===== src/rtl/inst_fetch_queue_if.sv =====
// rtl/inst_fetch_queue_if.sv - fetch-queue signal bundle: instruction SRAM port, redirect input, decode handoff
interface inst_fetch_queue_if;
    logic        inst_sram_en;
    logic [31:0] inst_sram_addr;
    logic [3:0]  inst_sram_wen;
    logic [31:0] inst_sram_wdata;
    logic [31:0] inst_sram_rdata;

    logic        br_redirect;
    logic [31:0] br_target;

    logic        ds_allowin;
    logic        fs_to_ds_valid;
    logic [31:0] fs_pc;
    logic [31:0] fs_inst;
    logic        fs_adel;

    modport master (
        output inst_sram_en,
        output inst_sram_addr,
        output inst_sram_wen,
        output inst_sram_wdata,
        input  inst_sram_rdata,
        input  br_redirect,
        input  br_target,
        input  ds_allowin,
        output fs_to_ds_valid,
        output fs_pc,
        output fs_inst,
        output fs_adel
    );

    modport slave (
        input  inst_sram_en,
        input  inst_sram_addr,
        input  inst_sram_wen,
        input  inst_sram_wdata,
        output inst_sram_rdata,
        output br_redirect,
        output br_target,
        output ds_allowin,
        input  fs_to_ds_valid,
        input  fs_pc,
        input  fs_inst,
        input  fs_adel
    );
endinterface


===== src/rtl/inst_fetch_queue.sv =====
// rtl/inst_fetch_queue.sv - instruction fetch with one outstanding SRAM read and a DEPTH-entry queue to decode
module inst_fetch_queue #(
    parameter int          DEPTH    = 4,
    parameter logic [31:0] RESET_PC = 32'hbfc00000
) (
    input  logic               clk,
    input  logic               rst,
    inst_fetch_queue_if.master bus
);
    localparam int PW = (DEPTH > 1) ? $clog2(DEPTH) : 1;
    localparam int CW = PW + 1;

    typedef enum logic [0:0] {
        ST_RUN  = 1'b0,
        ST_HALT = 1'b1
    } state_t;

    state_t         state_q;
    state_t         state_d;

    logic [31:0]    fetch_pc;
    logic           pending;
    logic [31:0]    pending_pc;
    logic [PW-1:0]  wptr;
    logic [PW-1:0]  rptr;
    logic [CW-1:0]  count;

    logic [31:0]    pc_mem   [DEPTH];
    logic [31:0]    inst_mem [DEPTH];
    logic           adel_mem [DEPTH];

    logic [CW-1:0]  occupancy;
    logic           slot_free;
    logic           aligned;
    logic           issue;
    logic           adel_push;
    logic           resp_push;
    logic           push;
    logic           pop;
    logic [31:0]    push_pc;
    logic [31:0]    push_inst;

    // Outstanding read reserves its slot up front, so a response always has room.
    assign occupancy = count + CW'(pending);
    assign slot_free = occupancy < CW'(DEPTH);
    assign aligned   = (fetch_pc[1:0] == 2'b00);
    assign resp_push = pending && !bus.br_redirect;
    assign push      = resp_push || adel_push;
    assign pop       = (count != '0) && bus.ds_allowin;
    assign push_pc   = adel_push ? fetch_pc : pending_pc;
    assign push_inst = adel_push ? 32'h0 : bus.inst_sram_rdata;

    always_comb begin
        state_d   = state_q;
        issue     = 1'b0;
        adel_push = 1'b0;
        case (state_q)
            ST_RUN: begin
                if (!bus.br_redirect && slot_free) begin
                    if (aligned) begin
                        issue = 1'b1;
                    end else if (!pending) begin
                        // Misaligned PC: report once through the queue, then park.
                        adel_push = 1'b1;
                        state_d   = ST_HALT;
                    end
                end
            end
            ST_HALT: begin
                state_d = ST_HALT;
            end
            default: begin
                state_d = ST_RUN;
            end
        endcase
        if (bus.br_redirect) begin
            state_d = ST_RUN;
        end
    end

    always_ff @(posedge clk or posedge rst) begin
        if (rst) begin
            state_q <= ST_RUN;
        end else begin
            state_q <= state_d;
        end
    end

    always_ff @(posedge clk or posedge rst) begin
        if (rst) begin
            fetch_pc   <= RESET_PC;
            pending    <= 1'b0;
            pending_pc <= 32'h0;
            wptr       <= '0;
            rptr       <= '0;
            count      <= '0;
        end else if (bus.br_redirect) begin
            // Any in-flight response belongs to the squashed path and is dropped.
            fetch_pc <= bus.br_target;
            pending  <= 1'b0;
            wptr     <= '0;
            rptr     <= '0;
            count    <= '0;
        end else begin
            pending <= issue;
            if (issue) begin
                pending_pc <= fetch_pc;
                fetch_pc   <= fetch_pc + 32'd4;
            end
            if (push) begin
                wptr <= wptr + PW'(1);
            end
            if (pop) begin
                rptr <= rptr + PW'(1);
            end
            case ({push, pop})
                2'b10:   count <= count + CW'(1);
                2'b01:   count <= count - CW'(1);
                default: count <= count;
            endcase
        end
    end

    always_ff @(posedge clk) begin
        if (push) begin
            pc_mem[wptr]   <= push_pc;
            inst_mem[wptr] <= push_inst;
            adel_mem[wptr] <= adel_push;
        end
    end

    assign bus.inst_sram_en    = issue && !rst;
    assign bus.inst_sram_addr  = fetch_pc;
    assign bus.inst_sram_wen   = 4'b0;
    assign bus.inst_sram_wdata = 32'b0;

    assign bus.fs_to_ds_valid  = (count != '0);
    assign bus.fs_pc           = pc_mem[rptr];
    assign bus.fs_inst         = inst_mem[rptr];
    assign bus.fs_adel         = adel_mem[rptr];
endmodule


===== src/flat_wrapper.sv =====
// flat-port wrapper written by rule: the top's interface ports become plain ports
module inst_fetch_queue_flat 
#(
    parameter int          DEPTH    = 4,
    parameter logic [31:0] RESET_PC = 32'hbfc00000
)
  (clk, rst, bus_inst_sram_en, bus_inst_sram_addr, bus_inst_sram_wen, bus_inst_sram_wdata, bus_inst_sram_rdata, bus_br_redirect, bus_br_target, bus_ds_allowin, bus_fs_to_ds_valid, bus_fs_pc, bus_fs_inst, bus_fs_adel);
  inst_fetch_queue_if bus_i ();
  input  logic clk;
  input  logic rst;
  output wire logic [$bits(bus_i.inst_sram_en)-1:0] bus_inst_sram_en;
  output wire logic [$bits(bus_i.inst_sram_addr)-1:0] bus_inst_sram_addr;
  output wire logic [$bits(bus_i.inst_sram_wen)-1:0] bus_inst_sram_wen;
  output wire logic [$bits(bus_i.inst_sram_wdata)-1:0] bus_inst_sram_wdata;
  input wire logic [$bits(bus_i.inst_sram_rdata)-1:0] bus_inst_sram_rdata;
  input wire logic [$bits(bus_i.br_redirect)-1:0] bus_br_redirect;
  input wire logic [$bits(bus_i.br_target)-1:0] bus_br_target;
  input wire logic [$bits(bus_i.ds_allowin)-1:0] bus_ds_allowin;
  output wire logic [$bits(bus_i.fs_to_ds_valid)-1:0] bus_fs_to_ds_valid;
  output wire logic [$bits(bus_i.fs_pc)-1:0] bus_fs_pc;
  output wire logic [$bits(bus_i.fs_inst)-1:0] bus_fs_inst;
  output wire logic [$bits(bus_i.fs_adel)-1:0] bus_fs_adel;
  assign bus_inst_sram_en = bus_i.inst_sram_en;
  assign bus_inst_sram_addr = bus_i.inst_sram_addr;
  assign bus_inst_sram_wen = bus_i.inst_sram_wen;
  assign bus_inst_sram_wdata = bus_i.inst_sram_wdata;
  assign bus_i.inst_sram_rdata = bus_inst_sram_rdata;
  assign bus_i.br_redirect = bus_br_redirect;
  assign bus_i.br_target = bus_br_target;
  assign bus_i.ds_allowin = bus_ds_allowin;
  assign bus_fs_to_ds_valid = bus_i.fs_to_ds_valid;
  assign bus_fs_pc = bus_i.fs_pc;
  assign bus_fs_inst = bus_i.fs_inst;
  assign bus_fs_adel = bus_i.fs_adel;
  inst_fetch_queue #(.DEPTH(DEPTH), .RESET_PC(RESET_PC)) u_core (.clk(clk), .rst(rst), .bus(bus_i));
endmodule

===== config.mk =====
export PLATFORM = sky130hd
export DESIGN_NAME = inst_fetch_queue_flat
export DESIGN_NICKNAME = d
export VERILOG_FILES = /design/src/rtl/inst_fetch_queue_if.sv /design/src/rtl/inst_fetch_queue.sv /design/src/flat_wrapper.sv
export SDC_FILE = /design/constraint.sdc
export NUM_CORES = 1
export LEC_CHECK = 0
export CAP_MARGIN = 10
export CORE_MARGIN = 2
export CORE_UTILIZATION = 61
export CTS_BUF_LIST = sky130_fd_sc_hd__clkbuf_4 sky130_fd_sc_hd__clkbuf_8
export CTS_CLUSTER_DIAMETER = 60
export CTS_CLUSTER_SIZE = 25
export DETAILED_ROUTE_END_ITERATION = 8
export GPL_ROUTABILITY_DRIVEN = 0
export PLACE_DENSITY = 0.88
export REMOVE_ABC_BUFFERS = 1
export SLEW_MARGIN = 20
export SYNTH_ARGS = -nofsm -noshare
export SYNTH_HDL_FRONTEND = slang
export SYNTH_SLANG_ARGS = --single-unit
export TNS_END_PERCENT = 30

===== constraint.sdc =====
create_clock -name clk -period 7.1 [get_ports clk]
set_input_delay 2.13 -clock clk [delete_from_list [all_inputs] [get_ports clk]]
set_output_delay 2.13 -clock clk [all_outputs]
set_load 0.05 [all_outputs]

==> results of run 1 <==
==> flip-flops by register name, indices dropped and copies added, names as in the netlist <==
name / flops
u_core.wptr: 2
u_core.inst_mem: 128
u_core.bus.inst_sram_addr: 32
u_core.adel_mem: 4
u_core.count: 3
u_core.rptr: 2
u_core.pending_pc: 32
u_core.pc_mem: 128
u_core.state_q: 1
u_core.pending: 1
==> cell usage after synthesis (8+ instances only) <==
library cell / number
o21ai_0: 20
nor2_1: 16
a21oi_1: 8
edfxtp_1: 260
nor3_1: 8
nor2b_1: 37
nand3_1: 20
clkbuf_1: 28
dfstp_2: 9
mux4_2: 65
and2_1: 11
nand2_1: 111
mux2_2: 37
inv_1: 11
buf_2: 8
nand4_1: 10
or3_1: 9
buf_4: 36
dfrtp_1: 64
==> cells by family after synthesis <==
group	after synthesis	share of synthesized area, %
AND/OR/NAND/NOR	244	8.66
XOR/XNOR	14	0.882
other	1	0.0270
flip-flops	333	69.4
multiplexers	108	14.0
adder cells (fa/ha/maj)	6	0.594
buffers and inverters	90	3.63
AO/OA/AOI/OAI	59	2.89
==> metrics by stage <==
step	std cells	setup slack, ns	util, %
floorplan	811	-0.0391	-
global placement	1272	1.94	69.7
detailed placement	1272	1.91	69.7
CTS	1308	1.53	71.7
global route	1309	1.42	71.8
finish	1309	1.63	71.8
==> final timing paths <==
path | slack, ns | to | cells after the start
setup / recovery | 1.63 | bus_fs_inst[18] | 3
hold / removal | 0.49 | u_core.pending_pc[29] | 2
setup reg to reg | 4.21 | u_core.bus.inst_sram_addr[18] | 8
hold reg to reg | 0.49 | u_core.pending_pc[29] | 2
max in group asynchronous | 3.99 | u_core.rptr[1] | 3
min in group asynchronous | 2.05 | u_core.bus.inst_sram_addr[4] | 2
==> where the power goes <==
part	switching (W)	internal [W]	leakage [nW]	total, W
combinational	0.00111	0.000682	2.12	0.00179
clock	0.000615	0.000363	0.227	0.000978
sequential	0.000190	0.00246	3.29	0.00265
==> per-layer routing <==
layer / vias up / share of wire (%) / track usage [%]
met3: 61 / 6.7 / 3.76
met1: 3961 / 40 / 33.0
met5: - / 0 / 0
met2: 309 / 50 / 40.7
li1: 3464 / - / -
met4: 0 / 2.8 / 7.05
==> placed cells by master (no fill, tap or decap), types with 3 or more instances in the layout <==
cell	synthesis	final
o311ai_0	4	4
and3_1	4	4
and2_4	0	4
clkbuf_8	2	21
buf_4	36	12
or4_1	3	3
nand2_1	111	110
a211o_1	4	4
or3_1	9	9
nor2b_1	37	37
clkdlybuf4s50_1	0	164
nand4_1	10	10
clkbuf_4	0	4
inv_1	11	10
nor2_1	16	16
a21oi_1	8	8
and2_1	11	7
mux2_2	37	37
nand3_1	20	20
nand2b_1	4	4
mux4_2	65	65
xnor2_1	7	7
o21ai_0	20	20
xor2_1	7	7
mux2i_1	6	6
conb_1	1	36
ha_1	5	5
edfxtp_1	260	260
nor3_1	8	7
dfrtp_1	64	62
dfstp_2	9	9
o211ai_1	4	4
a221o_1	5	5
==> tightest hold or removal path: stages (launching register included) <==
cell,delay (ns)
dfrtp_1,0.36
nand2_1,0.05
nand2_1,0.05
==> final cells by class <==
cell class,count,area [um2]
sequential,333,9650
fill,1417,6350
multi-input combinational,467,3910
timing repair buffer,177,1740
tap,285,357
clock buffer,25,319
clock inverter,11,134
inverter,11,41.3
==> impl_metrics.csv, run 1 <==
group,metric,value,unit
global_route,grt_max_degree,67,
timing,setup_tns,0,ns
cells_and_area,area_growth,16.2,%
global_route,grtUsageTotal,24.0,%
clock_tree,cts_tree,"built",
placed_design,dpl.hpwl,17100,um
global_route,first_global_vias,8045,
timing,slew-limit-headroom,29.7,%
power_and_ir_drop,power,0.00543,W
route,wirelength,28500,um
yosys,synth_area_leader_cell,"edfxtp_1",
clock_tree,clockRootBuffer,"clkbuf_8",
floorplan,start_util,61.8,%
critical_path,r2r-start,"u_core.bus.inst_sram_addr[1]",
yosys,synth.avg_cell_area,16.3,um2
clock_tree,cts.repair.resized,0,
floorplan,io_pins,203,
placed_design,dpl_cell_area,15700,um2
critical_path,end_kind,"primary output",
job,maxCapViolCount,0,
critical_path,critPathKind,"flip-flop to primary output",
yosys,synthesis.instances,855,
yosys,ys_seq_area_share,69.4,%
yosys,ys_top_cells_by_area,"edfxtp_1 56%, dfrtp_1 12%, mux4_2 11%",
yosys,ys_warn_count,0,
critical_path,timing.critical_path.slowest_stage_cell,"dfrtp_4",
clock_tree,cts_max_path_buffers,3,
clock_tree,ctsHtreeMaxLevel,1,
timing,hold_slack,0.490,ns
power_and_ir_drop,peakVddDrop,227,uV
critical_path,worstSetupStartpoint,"u_core.rptr[0]",
critical_path,cp_cell_sequence,"buf_4 > mux4_2 > clkdlybuf4s50_1",
critical_path,critPathRequiredTime,4.97,ns
yosys,synth_edf_count,260,
clock_tree,post-cts-setup-buffers,0,
placed_design,port_buffers,166,
cells_and_area,layout.nets,1084,
timing,clock_skew,0.0243,ns
yosys,synth_top_area_share,56.1,%
floorplan,num_rows,55,
floorplan,die_area,24000,um2
run_status,status,"finished, final reports clean",
timing,hold_viol_final,0,
route,drc,0,
timing,grt_setup_unrepaired,"no",
global_route,grt_pass1_wl,44300,um
power_and_ir_drop,p_leak,5.63,nW
critical_path,start_kind,"flip-flop",
timing,slew_violations,0,
cells_and_area,antenna_cells,0,
critical_path,cp_slowest_stage_delay,1.04,ns
hold_path,min-delay-start,"u_core.pending_pc[29]",
cells_and_area,final_layout_size_suffix_gt1_share,17.2,%
clock_tree,postCtsHoldBufs,0,
global_route,antenna_found_initial,0,
yosys,synthArstFlopShare,21.9,%
floorplan,die_x,155,um
critical_path,cp_data_arrival_time,3.34,ns
timing,min_period,5.47,ns
route,wl_per_cell,21.7,um
global_route,grt_remaining_overflow,0,
route,postRouteAntennaNets,0,
yosys,ys_types,51,
cells_and_area,design_area,16200,um2
timing,fin_crit_sh,77.0,%
route,num_vias,7795,
hold_path,hp-class,"flip-flop to flip-flop",
route,drt_iter0_drc,580,
power_and_ir_drop,power_density,336,nW/um2
timing,finalSetupViolCount,0,
yosys,synth_area,13900,um2
floorplan,core,22500,um2
floorplan,dieHeight,155,um
clock_tree,numCtsBuffers,20,
route,firstDrtPassIters,5,
timing,fmax,183,MHz
route,vias_per_cell,5.95,
clock_tree,cts.sink_count,333,
yosys,ys.flop_type,"edfxtp_1",
clock_tree,clk_transition_reported_paths,0.13,ns
critical_path,cp_max_fo,43,
critical_path,worst-path-buf-inv,2,
critical_path,crit_family,"buffers and inverters",
clock_tree,clock_latency,0.56,ns
yosys,ys_seq_elements,333,
timing,worst_pin_slew,1.05,ns
Power figures use the tool's default switching activity.
==> run 2, diff against run 1 <==
--- a/config.mk
+++ b/config.mk
@@ -7,13 +7,13 @@
 export LEC_CHECK = 0
 export CAP_MARGIN = 10
 export CORE_MARGIN = 2
-export CORE_UTILIZATION = 61
+export CORE_UTILIZATION = 56
 export CTS_BUF_LIST = sky130_fd_sc_hd__clkbuf_4 sky130_fd_sc_hd__clkbuf_8
 export CTS_CLUSTER_DIAMETER = 60
 export CTS_CLUSTER_SIZE = 25
 export DETAILED_ROUTE_END_ITERATION = 8
 export GPL_ROUTABILITY_DRIVEN = 0
-export PLACE_DENSITY = 0.88
+export PLACE_DENSITY = 0.82
 export REMOVE_ABC_BUFFERS = 1
 export SLEW_MARGIN = 20
 export SYNTH_ARGS = -nofsm -noshare
==> constraint.sdc (replaced) <==
create_clock -name clk -period 5.7 [get_ports clk]
set_input_delay 1.71 -clock clk [delete_from_list [all_inputs] [get_ports clk]]
set_output_delay 1.71 -clock clk [all_outputs]
set_load 0.05 [all_outputs]
==> run 2 against run 1 <==
  * Die area rose by 8.7%
  * Clock skew barely moved
  * Largest power group unchanged
  * Highest routed layer unchanged
  * Non-clock buffer count did not move
==> impl_metrics.csv, run 2 (synthesis results as in run 1) <==
group,metric,value,unit
run_status,status,"finished, final reports clean",
power_and_ir_drop,p_sw_share,35.5,%
floorplan,die_x,162,um
clock_tree,cts_max_path_buffers,3,
timing,clock_skew,0.0244,ns
cells_and_area,antenna_cells,0,
critical_path,timing.critical_path.slowest_stage_cell,"dfrtp_4",
clock_tree,cts.repair.resized,0,
timing,fmax,210,MHz
placed_design,pre_cts_slack,1.27,ns
timing,min_period,4.77,ns
critical_path,rr_worst_depth,9,
floorplan,io_pins,203,
critical_path,start_kind,"flip-flop",
timing,grt_setup_unrepaired,"no",
critical_path,end_kind,"primary output",
floorplan,num_rows,57,
power_and_ir_drop,peakVddDrop,221,uV
job,maxCapViolCount,0,
cells_and_area,final_layout_size_suffix_gt1_share,17.7,%
power_and_ir_drop,power_density,422,nW/um2
critical_path,cp_max_fo,25,
timing,slew_violations,0,
route,wirelength,28400,um
cells_and_area,final_util,67.1,%
clock_tree,clk_transition_reported_paths,0.10,ns
global_route,use_met3,3.60,%
power_and_ir_drop,seq_power_share,47.6,%
placed_design,port_buffers,166,
critical_path,worst-path-buf-inv,2,
critical_path,critPathRequiredTime,3.99,ns
power_and_ir_drop,combPwrFrac,32.8,%
global_route,top_usage_layer,"met2",
power_and_ir_drop,p_int,0.00444,W
global_route,grt_max_degree,67,
global_route,met2_usage,36.8,%
hold_path,min-delay-start,"u_core.pending_pc[15]",
floorplan,core,24300,um2
cells_and_area,reg_top3,"u_core.inst_mem (128), u_core.pc_mem (128)",
clock_tree,postCtsHoldBufs,0,
clock_tree,numCtsBuffers,24,
floorplan,die_area,26100,um2
global_route,grt_pass1_wl,44700,um
floorplan,dieHeight,162,um
timing,finalSetupViolCount,0,
hold_path,min_delay_path_depth,2,
critical_path,crit_family,"buffers and inverters",
power_and_ir_drop,clkPwrFrac,19.6,%
clock_tree,cts.sink_count,333,
placed_design,dpl.hpwl,17100,um
floorplan,start_util,57.2,%
critical_path,cp_cell_sequence,"buf_4 > mux4_2 > clkdlybuf4s50_1",
route,drt_iter0_drc,618,
critical_path,reg2reg_slack,2.83,ns
critical_path,critPathKind,"flip-flop to primary output",
route,wl_per_cell,20.9,um
global_route,use_met1,31.4,%
critical_path,r2r-start,"u_core.count[0]",
critical_path,reg2reg_to,"u_core.bus.inst_sram_addr[9]",
timing,slew-limit-headroom,30.5,%
clock_tree,post-cts-setup-buffers,0,
clock_tree,clock_latency,0.59,ns
critical_path,cp_slowest_stage_delay,0.78,ns
cells_and_area,layout.nets,1088,
global_route,grtUsageTotal,22.1,%
route,vias_per_cell,5.71,
route,firstDrtPassIters,5,
global_route,grt_remaining_overflow,0,
timing,worst_slack,0.934,ns
clock_tree,cts_tree,"built",
cells_and_area,layout_commonest_cell,"edfxtp_1",
power_and_ir_drop,p_leak,5.69,nW
clock_tree,ctsHtreeMaxLevel,1,
timing,fin_crit_sh,83.6,%
hold_path,hp-class,"flip-flop to flip-flop",
timing,hold_viol_final,0,
cells_and_area,area_growth,17.4,%
route,postRouteAntennaNets,0,
route,num_vias,7743,
hold_path,hold_end,"u_core.pending_pc[15]",
power_and_ir_drop,p_sw,0.00245,W
critical_path,cp_data_arrival_time,3.06,ns
cells_and_area,layout_common_cells,"260 x edfxtp_1, 164 x clkdlybuf4s50_1, 111 x nand2_1",
clock_tree,clockRootBuffer,"clkbuf_8",
route,drc,0,
global_route,antenna_found_initial,0,
global_route,first_global_vias,8010,
timing,worst_pin_slew,1.04,ns
run 2: area by class of cell:
class	instances	area (um2)
clock buffer	27	353
clock inverter	17	196
fill	1667	8000
inverter	11	42.5
multi-input combinational	467	3910
sequential	333	9650
tap	324	405
timing repair buffer	177	1760
run 2: worst max-delay path by stage:
stage                     depth (start not counted)       startpoint  slack (ns)                 end
after floorplan                                   1  bus_br_redirect       -0.95  u_core.adel_mem[0]
after global routing                              3   u_core.rptr[0]        0.73        bus_fs_pc[1]
after global placement                            6  bus_br_redirect        1.29    bus_inst_sram_en
after detailed placement                          6  bus_br_redirect        1.27    bus_inst_sram_en
final                                             3   u_core.rptr[0]        0.93        bus_fs_pc[0]
after CTS                                         3   u_core.rptr[0]        0.83        bus_fs_pc[0]
run 2: metal layers:
layer | up-vias | wire [um]
met1 | 3928 | 11900
met2 | 305 | 14200
met3 | 32 | 2010
met4 | 0 | 379
met5 | - | 0
li1 | 3478 | -
run 2: through the flow:
step                      setup TNS [ns]  total power [W]  cells  area, um2  hold WS (ns)
after detailed placement               0          0.00560   1312      15800         0.458
after global routing                   0          0.00719   1356      16300         0.509
after floorplan                  -210.75          0.00487    811      13600         0.443
after global placement                 0          0.00554   1312      15800         0.453
after CTS                              0          0.00694   1356      16300         0.483
final                                  0          0.00689   1356      16300         0.483
run 2: worst min-delay path, cell delays in order, from the launching register on:
cell and delay (ns):
dfrtp_1 0.35, nand2_1 0.05, nand2_1 0.06
run 2: power by group through the flow:
| stage | sequential [W] | combinational (W) | clock (W) |
|---|---|---|---|
| final | 0.00328 | 0.00226 | 0.00135 |
| after global routing | 0.00332 | 0.00239 | 0.00148 |
| after CTS | 0.00328 | 0.00227 | 0.00138 |
| after detailed placement | 0.00334 | 0.00226 | 0 |
| after global placement | 0.00332 | 0.00222 | 0 |
| after floorplan | 0.00340 | 0.00148 | 0 |
==> run 3, diff against run 2 <==
==> constraint.sdc (replaced) <==
create_clock -name clk -period 4.9 [get_ports clk]
set_input_delay 1.47 -clock clk [delete_from_list [all_inputs] [get_ports clk]]
set_output_delay 1.47 -clock clk [all_outputs]
set_load 0.05 [all_outputs]
==> run 3 against run 2 <==
  * Count of clock-buffer cells in the layout fell by 4
  * Combinational power rose by 17%
  * Setup slack got worse by 0.57 ns
  * Die area did not move
  * Sequential cell count did not move
  * Design area rose by 0.51%
  * Register-to-register slack got worse by 0.80 ns
==> impl_metrics.csv, run 3 (synthesis results as in run 1) <==
group,metric,value,unit
run_status,status,"finished, final reports clean",
floorplan,die_area,26100,um2
power_and_ir_drop,peakVddDrop,418,uV
cells_and_area,final_layout_size_suffix_gt1_share,18.0,%
critical_path,reg2reg_to,"u_core.bus.inst_sram_addr[9]",
placed_design,port_buffers,166,
hold_path,min_delay_path_depth,2,
timing,hold_slack,0.483,ns
clock_tree,cts.repair.resized,0,
global_route,first_global_vias,7820,
power_and_ir_drop,power_density,485,nW/um2
critical_path,critPathRequiredTime,3.43,ns
clock_tree,clockRootBuffer,"clkbuf_8",
cells_and_area,layout.nets,1094,
route,vias_per_cell,5.69,
job,maxCapViolCount,0,
floorplan,dieHeight,162,um
floorplan,die_x,162,um
clock_tree,cts.sink_count,333,
critical_path,cp_data_arrival_time,3.06,ns
global_route,antenna_found_initial,1,
timing,fin_crit_sh,92.5,%
clock_tree,cts_tree,"built",
floorplan,start_util,57.2,%
clock_tree,numCtsBuffers,22,
critical_path,cp_max_fo,35,
timing,min_period,4.53,ns
cells_and_area,layout_common_cells,"260 x edfxtp_1, 164 x clkdlybuf4s50_1, 111 x nand2_1",
critical_path,reg2reg_slack,2.03,ns
floorplan,core,24300,um2
clock_tree,post-cts-setup-buffers,0,
clock_tree,postCtsHoldBufs,0,
placed_design,dpl_cell_area,15900,um2
critical_path,end_kind,"primary output",
hold_path,min-delay-start,"u_core.pending_pc[22]",
critical_path,start_kind,"flip-flop",
timing,worst_pin_slew,0.948,ns
power_and_ir_drop,p_leak,5.73,nW
global_route,grt_pass1_wl,44500,um
clock_tree,clk_transition_reported_paths,0.13,ns
route,firstDrtPassIters,5,
clock_tree,cts_max_path_buffers,3,
cells_and_area,final_util,67.5,%
timing,setup_tns,0,ns
route,drc,0,
hold_path,hold_end,"u_core.pending_pc[22]",
critical_path,rr_worst_depth,8,
route,num_vias,7732,
timing,clock_skew,0.0377,ns
global_route,grt_max_degree,74,
timing,slew_violations,0,
global_route,grt_remaining_overflow,0,
route,postRouteAntennaNets,0,
floorplan,num_rows,57,
timing,finalSetupViolCount,0,
placed_design,dpl.hpwl,18300,um
route,drt_iter0_drc,577,
route,wirelength,28600,um
route,wl_per_cell,21.0,um
cells_and_area,design_area,16400,um2
cells_and_area,area_growth,18.0,%
clock_tree,clock_latency,0.59,ns
clock_tree,ctsHtreeMaxLevel,1,
critical_path,r2r-start,"u_core.count[0]",
cells_and_area,layout_commonest_cell,"edfxtp_1",
floorplan,io_pins,203,
timing,fmax,221,MHz
critical_path,critPathKind,"flip-flop to primary output",
timing,hold_viol_final,0,
cells_and_area,reg_top3,"u_core.inst_mem (128), u_core.pc_mem (128)",
hold_path,hp-class,"flip-flop to flip-flop",
timing,grt_setup_unrepaired,"no",
cells_and_area,fillCellCount,1651,
global_route,grtUsageTotal,22.1,%
timing,slew-limit-headroom,36.8,%
## run 3: area by class of cell
class                      instances  area (um2)  share of cell area [%]
multi-input combinational        467        3910                    23.8
inverter                          11        41.3                   0.252
antenna                            1        2.50                  0.0153
timing repair buffer             185        1870                    11.4
sequential                       333        9650                    58.8
clock inverter                    16         209                    1.27
clock buffer                      23         317                    1.93
tap                              324         405                    2.47
## run 3: critical path, stage by stage, from the launching register on
cell,delay (ns)
dfrtp_4,0.80
buf_12,0.35
mux4_2,0.55
clkdlybuf4s50_1,0.76
## run 3: stage by stage
stage	total power [W]	worst slack (ns)	std cells
floorplan	0.00567	-1.51	811
global placement	0.00646	0.979	1320
detailed placement	0.00653	0.953	1320
CTS	0.00803	0.287	1359
global route	0.00829	0.194	1360
finish	0.00796	0.366	1360
## run 3: per-layer routing
layer	vias up	GRT usage (%)	part of all wire, %
li1	3478	-	-
met1	3919	30.4	42
met2	289	37.2	49
met3	46	3.70	6.6
met4	0	6.05	2.4
met5	-	0	0
## run 3: worst max-delay path by stage
stage	from	endpoint	slack, ns
after floorplan	bus_br_redirect	u_core.adel_mem[0]	-1.51
after global placement	u_core.rptr[0]	bus_fs_pc[22]	0.98
after detailed placement	u_core.rptr[0]	bus_fs_pc[29]	0.95
after CTS	u_core.rptr[0]	bus_fs_pc[23]	0.29
after global routing	u_core.rptr[0]	bus_fs_pc[23]	0.19
final	u_core.rptr[0]	bus_fs_pc[23]	0.37
## run 3: report_power, final
group          total, W  leakage, nW  switching [W]  internal [W]
clock           0.00151        0.263       0.000951      0.000558
sequential      0.00380         3.29       0.000234       0.00357
combinational   0.00265         2.18        0.00164       0.00101
